**src/rtl/alu_dispatch.sv**
```systemverilog
// rtl/alu_dispatch.sv - ALU issue stage: register file, PC and IDLE/READ/EXEC/WB dispatch FSM
// Optional ALU_DISPATCH_FAST_EN drops READ and samples operands at the transfer edge.
module alu_dispatch #(
  parameter int bit_width = 32,
  parameter int NREGS     = 16
) (
  input  logic                 clk,
  input  logic                 rst_n,
  input  logic                 instr_valid,
  output logic                 instr_ready,
  input  logic [31:0]          instr,
  output logic [3:0]           alu_op,
  output logic [bit_width-1:0] alu_a,
  output logic [bit_width-1:0] alu_b,
  output logic [bit_width-1:0] alu_pc,
  input  logic [bit_width-1:0] alu_r,
  output logic [bit_width-1:0] pc,
  output logic                 wb_valid,
  output logic [3:0]           wb_addr,
  output logic [bit_width-1:0] wb_data,
  output logic                 err
);

  typedef enum logic [1:0] {IDLE, READ, EXEC, WB} state_t;

  state_t               state_q, state_d;
  logic [bit_width-1:0] regs_q [NREGS];
  logic [bit_width-1:0] pc_q, pc_d, pcn_q;
  logic [bit_width-1:0] a_q, b_q, r_q;
  logic [bit_width-1:0] a_d, b_d;
  logic [3:0]           op_q, rd_w;
  logic                 err_q;
  logic                 xfer, load_ops, is_branch, is_illegal;
  logic [3:0]           src_op, src_ra, src_rb;
  logic                 src_imm_en;
  logic [14:0]          src_imm;

  assign xfer = instr_valid && (state_q == IDLE);

`ifdef ALU_DISPATCH_FAST_EN
  logic [3:0] rd_q;

  assign {src_op, src_ra, src_rb, src_imm_en, src_imm} = {instr[31:28], instr[23:0]};
  assign rd_w     = rd_q;
  assign load_ops = xfer;

  always_ff @(posedge clk or negedge rst_n) begin
    if (!rst_n) begin
      rd_q <= 4'd0;
    end else if (xfer) begin
      rd_q <= instr[27:24];
    end
  end
`else
  logic [31:0] instr_q;

  assign {src_op, src_ra, src_rb, src_imm_en, src_imm} = {instr_q[31:28], instr_q[23:0]};
  assign rd_w     = instr_q[27:24];
  assign load_ops = (state_q == READ);

  always_ff @(posedge clk or negedge rst_n) begin
    if (!rst_n) begin
      instr_q <= 32'd0;
    end else if (xfer) begin
      instr_q <= instr;
    end
  end
`endif

  // Operand fetch; r0 and out-of-range indices read as zero.
  always_comb begin
    a_d = '0;
    b_d = bit_width'(src_imm);
    if (src_ra != 4'd0 && int'(src_ra) < NREGS) a_d = regs_q[src_ra];
    if (!src_imm_en) begin
      b_d = '0;
      if (src_rb != 4'd0 && int'(src_rb) < NREGS) b_d = regs_q[src_rb];
    end
  end

  assign is_branch  = (op_q == 4'd12) || (op_q == 4'd13);
  assign is_illegal = (op_q >= 4'd14);

  always_comb begin
    state_d = state_q;
    pc_d    = pc_q;
    case (state_q)
      IDLE: begin
        if (instr_valid) begin
`ifdef ALU_DISPATCH_FAST_EN
          state_d = EXEC;
`else
          state_d = READ;
`endif
        end
      end
      READ: state_d = EXEC;
      EXEC: state_d = WB;
      WB: begin
        state_d = IDLE;
        pc_d    = is_branch ? r_q : pc_q + bit_width'(1);
      end
      default: state_d = IDLE;
    endcase
  end

  always_ff @(posedge clk or negedge rst_n) begin
    if (!rst_n) begin
      state_q <= IDLE;
      pc_q    <= '0;
      pcn_q   <= '0;
      op_q    <= 4'd0;
      a_q     <= '0;
      b_q     <= '0;
      r_q     <= '0;
      err_q   <= 1'b0;
    end else begin
      state_q <= state_d;
      pc_q    <= pc_d;
      // Follows the PC one step ahead so alu_pc is pc+1 in whatever state comes next.
      pcn_q   <= pc_d + bit_width'(1);
      if (load_ops) begin
        op_q <= src_op;
        a_q  <= a_d;
        b_q  <= b_d;
      end
      if (state_q == EXEC) r_q <= alu_r;
      if (state_q == WB && is_illegal) err_q <= 1'b1;
    end
  end

  always_ff @(posedge clk or negedge rst_n) begin
    if (!rst_n) begin
      for (int i = 0; i < NREGS; i++) regs_q[i] <= '0;
    end else if (state_q == WB && !is_branch && !is_illegal &&
                 rd_w != 4'd0 && int'(rd_w) < NREGS) begin
      regs_q[rd_w] <= r_q;
    end
  end

  assign instr_ready = (state_q == IDLE);
  assign alu_op      = op_q;
  assign alu_a       = a_q;
  assign alu_b       = b_q;
  assign alu_pc      = pcn_q;
  assign pc          = pc_q;
  assign err         = err_q;
  assign wb_valid    = (state_q == WB) && !is_illegal;
  assign wb_addr     = (state_q == WB && !is_branch && !is_illegal) ? rd_w : 4'd0;
  assign wb_data     = wb_valid ? r_q : '0;

endmodule

```
**config.mk**
```make
export PLATFORM = sky130hd
export DESIGN_NAME = alu_dispatch
export DESIGN_NICKNAME = d
export VERILOG_FILES = /design/src/rtl/alu_dispatch.sv
export SDC_FILE = /design/constraint.sdc
export NUM_CORES = 1
export LEC_CHECK = 0
export BUFFER_PORTS_ARGS = -buffer_cell sky130_fd_sc_hd__buf_2
export CORE_ASPECT_RATIO = 0.5
export CORE_MARGIN = 10
export CORE_UTILIZATION = 35
export CTS_BUF_LIST = sky130_fd_sc_hd__clkbuf_2
export CTS_CLUSTER_DIAMETER = 60
export DETAILED_ROUTE_END_ITERATION = 8
export PLACE_DENSITY_LB_ADDON = 0.12
export SLEW_MARGIN = 30
export SYNTH_ARGS = -nofsm -noshare
export SYNTH_HDL_FRONTEND = slang
export SYNTH_SLANG_ARGS = --single-unit
```
**constraint.sdc**
```tcl
create_clock -name clk -period 3.9 [get_ports clk]
set_clock_uncertainty 0.1 [all_clocks]
set_input_delay 0.39 -clock clk [delete_from_list [all_inputs] [get_ports clk]]
set_output_delay 0.39 -clock clk [all_outputs]
set_load 0.05 [all_outputs]
```
==> key figures <==
Logic synthesis
  – Post-Syn Area: 35590 um^2
  – Count of warnings emitted by yosys: 0
  – Sequential fraction of the synthesis area: 49.99%
  – Net count after synthesis: 2592
  – Post-synth cell types: 75
  – Synth top area share: 49.99%
  – Area contributors post-synth: sky130_fd_sc_hd__dfrtp_1 50%, sky130_fd_sc_hd__mux4_2 20%, sky130_fd_sc_hd__mux2_2 15%
  – Yosys top cell by area: sky130_fd_sc_hd__dfrtp_1
  – Async set-or-reset flop fraction in the synthesized netlist: 100.0%
  – Post-synthesis area per instance: 14.13 um^2
  – Post-synthesis cell count: 2519
  – Top_reg_cell synth: sky130_fd_sc_hd__dfrtp_1
  – Flip-flop and latch count after synthesis: 711
  – EDFF count, synth: 0

Clock tree
  – # H-tree levels: 4
  – Clock Tree Buf Depth: 3
  – Clock latency on the worst-skew pair: 1550 ps
  – Worst-path clk slew: 140 ps
  – Root buffer selected by CTS: sky130_fd_sc_hd__clkbuf_2
  – TritonCTS clock tree: yes
  – TritonCTS Buffers: 171
  – Clock sink total: 711

Outcome
  – Run status: complete, no violations

Power and ir drop
  – Power density normalized to cell area: 870.0 nW/um^2
  – Cell leakage power: 19.16 nW
  – VDD IR-drop max: 0.5372 mV
  – Pwr Total: 37.18 mW

Timing
  – Final setup violating endpoints: 0
  – Period utilisation layout: 94.79%
  – Min Hold Slack: 202.6 ps
  – Highest Clock Rate: 0.2705 GHz
  – Final count of pins violating max slew: 0
  – TNS Setup: 0 ps
  – RSZ-0062 raised after global routing: false
  – Min Clock Period, post-route: 3697 ps
  – Slew at the pin closest to its max-slew limit: 1052 ps
  – Relative slew slack: 29.87%
  – Hold violation total from the final report: 0

Layout
  – Nets@finish: 3059
  – Filler cell count in the final layout: 9390
  – Most common cell after layout, fill and taps aside: sky130_fd_sc_hd__dfrtp_1
  – Synth-to-layout area growth: 20.07%
  – Proportion of layout cells with a drive suffix above 1: 48.54%
  – Commonest non-fill, non-tap cells in the layout: 702 x sky130_fd_sc_hd__dfrtp_1, 479 x sky130_fd_sc_hd__mux2_2, 319 x sky130_fd_sc_hd__mux4_2
  – Number of non-filler instances in the completed layout: 4461

Worst setup path
  – Most common cell type on the critical path: sky130_fd_sc_hd__buf_12
  – Worst-case register-to-register setup slack: 400 ps
  – Slowest stage delay, CP: 420 ps
  – CP Data Required Time: 3410 ps
  – Critical path peak fanout: 6
  – Arrival time of data at the critical path endpoint: 3210 ps
  – Endpoint type of the worst setup path: primary output
  – Worst-path cell chain: ha_4, clkinvlp_4, a31oi_4, buf_12, buf_12, and2_4, buf_8
  – CP max-delay cell: sky130_fd_sc_hd__dfrtp_1
  – Startpoint Class: register
  – Kind of cell adding the most delay to the critical path: buffers and inverters
  – Bufs and invs on worst path: 4
  – Kind of critical path: register to primary output

GRT
  – Total global routing track utilization: 20.63%
  – Global-route wire length before repair: 177800 um
  – Number of global-route vias before repair: 25779
  – Initial antenna violation count: 18
  – Maximum number of pins on one net before global-route repair: 86
  – Remaining Overflow, GRT: 0

Die
  – Area of the core region: 100500 um^2
  – Number of standard-cell rows in the floorplan: 82
  – Initial core utilization: 35.40%
  – Die boundary height: 245.5 um
  – Overall die area: 115600 um^2
  – Ports: 238
  – Horiz. Die Dim: 471.0 um

Place
  – Post-detail-place hpwl: 74360 um
  – Port Buffers: 237
  – Placed Instances: 3955
  – Placer's final routability congestion estimate: 0.8003

Drt
  – Vias per std cell: 5.378
  – Number of remaining DRC errors: 0
  – Number of search-and-repair iterations in the first detailed-routing pass: 5
  – Antenna-violating nets left: 0
  – Vias after detailed routing: 23993
  – DRC violation total after the first TritonRoute iteration: 1782
  – DR WL/cell: 26.85 um
  – Routed Wire Length: 119800 um

Flow run
  – Number of max-capacitance violations reported: 0

Worst hold path
  – Class of the most critical hold timing path: primary input to register
==> final cells by class <==
cell class                 instances  area, um^2  share of cell area, %
timing repair buffer             552        4801                  11.23
antenna                            6       15.01                0.03513
inverter                         139       525.5                  1.230
multi-input combinational       1411       16360                  38.27
sequential                       711       17820                  41.69
clock buffer                     255        1276                  2.986
clock inverter                    43       264.0                 0.6178
tap                             1344        1682                  3.935
==> power by group <==
group          total (mW)  internal [mW]  switching (mW)
registers            13.4           10.2            3.18
logic                18.6           8.72            9.86
clock network        5.22           1.94            3.28
==> kinds of logic (layout without fill, tap and decap cells) <==
group,after synthesis,count (layout),synth area share [%]
buf+inv,397,989,4.468
fa+ha+maj,6,6,0.2109
xor+xnor,30,30,0.7382
other cells,0,6,0
simple gates,341,341,5.094
compound gates,233,233,4.074
mux,801,801,35.43
flops,711,711,49.99
==> worst paths after layout <==
| path | cells after the start | startpoint | endpoint |
|---|---|---|---|
| setup reg to reg | 11 | state_q[1] | alu_pc[20] |
| min in group asynchronous | 5 | rst_n | regs_q[332] |
| hold / removal | 4 | instr[27] | instr_q[27] |
| setup / recovery | 7 | state_q[1] | wb_data[29] |
| hold reg to reg | 0 | regs_q[482] | regs_q[482] |
| max in group asynchronous | 7 | rst_n | alu_b[19] |
==> registers in the layout, summed over array words and instances, names as in the netlist <==
name and count:
pc 32, err 1, instr_q 32, alu_op 4, state_q 2, r_q 32, regs_q 512, alu_a 32
alu_pc 32, alu_b 32
==> timing repair <==
| item | 4_1_cts | 5_1_grt |
|---|---|---|
| pin swaps | 1 | 1 |
| hold buffers | 193 | 0 |
| setup endpoints to repair | 33 | 25 |
| gates resized for setup | 105 | 10 |
| setup buffers | 9 | 0 |
| cloned | 2 | 1 |
| hold endpoints to repair | 777 | 0 |
==> cell usage after synthesis (4+ instances only) <==
library cell,count
sky130_fd_sc_hd__nand2b_1,4
sky130_fd_sc_hd__nand4_2,4
sky130_fd_sc_hd__buf_2,4
sky130_fd_sc_hd__nor3_1,20
sky130_fd_sc_hd__nand2_1,150
sky130_fd_sc_hd__o2bb2ai_1,6
sky130_fd_sc_hd__ha_1,6
sky130_fd_sc_hd__mux2_2,479
sky130_fd_sc_hd__mux4_2,319
sky130_fd_sc_hd__nand4_1,12
sky130_fd_sc_hd__inv_1,139
sky130_fd_sc_hd__o31ai_1,4
sky130_fd_sc_hd__xnor2_1,18
sky130_fd_sc_hd__nand3_1,21
sky130_fd_sc_hd__and3_1,12
sky130_fd_sc_hd__and2_1,36
sky130_fd_sc_hd__clkbuf_8,5
sky130_fd_sc_hd__o21ai_0,113
sky130_fd_sc_hd__dfrtp_1,711
sky130_fd_sc_hd__xor2_1,12
sky130_fd_sc_hd__buf_4,6
sky130_fd_sc_hd__a2bb2oi_1,4
sky130_fd_sc_hd__a31oi_1,8
sky130_fd_sc_hd__nor2_1,26
sky130_fd_sc_hd__o22ai_1,54
sky130_fd_sc_hd__buf_1,48
sky130_fd_sc_hd__a21oi_1,15
sky130_fd_sc_hd__nor2b_1,6
sky130_fd_sc_hd__clkbuf_1,192
sky130_fd_sc_hd__nor4_1,11
sky130_fd_sc_hd__and4_1,5
sky130_fd_sc_hd__or3_1,4
==> through the flow <==
stage	area (um^2)	setup slack, ps	util, %
3_3_place_gp	38720	471.1	38.51
6_report	42730	203.3	42.50
2_1_floorplan	35590	682.7	-
4_1_cts	42740	-127.3	42.50
3_5_place_dp	38750	422.5	38.54
5_1_grt	42720	61.46	42.49
==> worst reg2reg max path, stage by stage, from the launching register on <==
cell,delay [ps]
sky130_fd_sc_hd__dfrtp_1,420
sky130_fd_sc_hd__ha_4,220
sky130_fd_sc_hd__buf_4,240
sky130_fd_sc_hd__buf_4,230
sky130_fd_sc_hd__nand2b_1,70
sky130_fd_sc_hd__nor4_1,190
sky130_fd_sc_hd__a311o_1,300
sky130_fd_sc_hd__nand4_2,210
sky130_fd_sc_hd__nor4_4,450
sky130_fd_sc_hd__nand3_1,380
sky130_fd_sc_hd__nor4_1,350
sky130_fd_sc_hd__xnor2_1,160
==> routing by layer <==
metal / up-vias / wire length [um] / track usage, %
met5: - / 0 / 0
met4: 0 / 2664 / 6.733
met3: 174 / 7608 / 4.850
met2: 658 / 53440 / 31.14
met1: 12775 / 56070 / 29.22
li1: 10386 / - / -
Note: power is estimated with default switching activity, not from simulation.
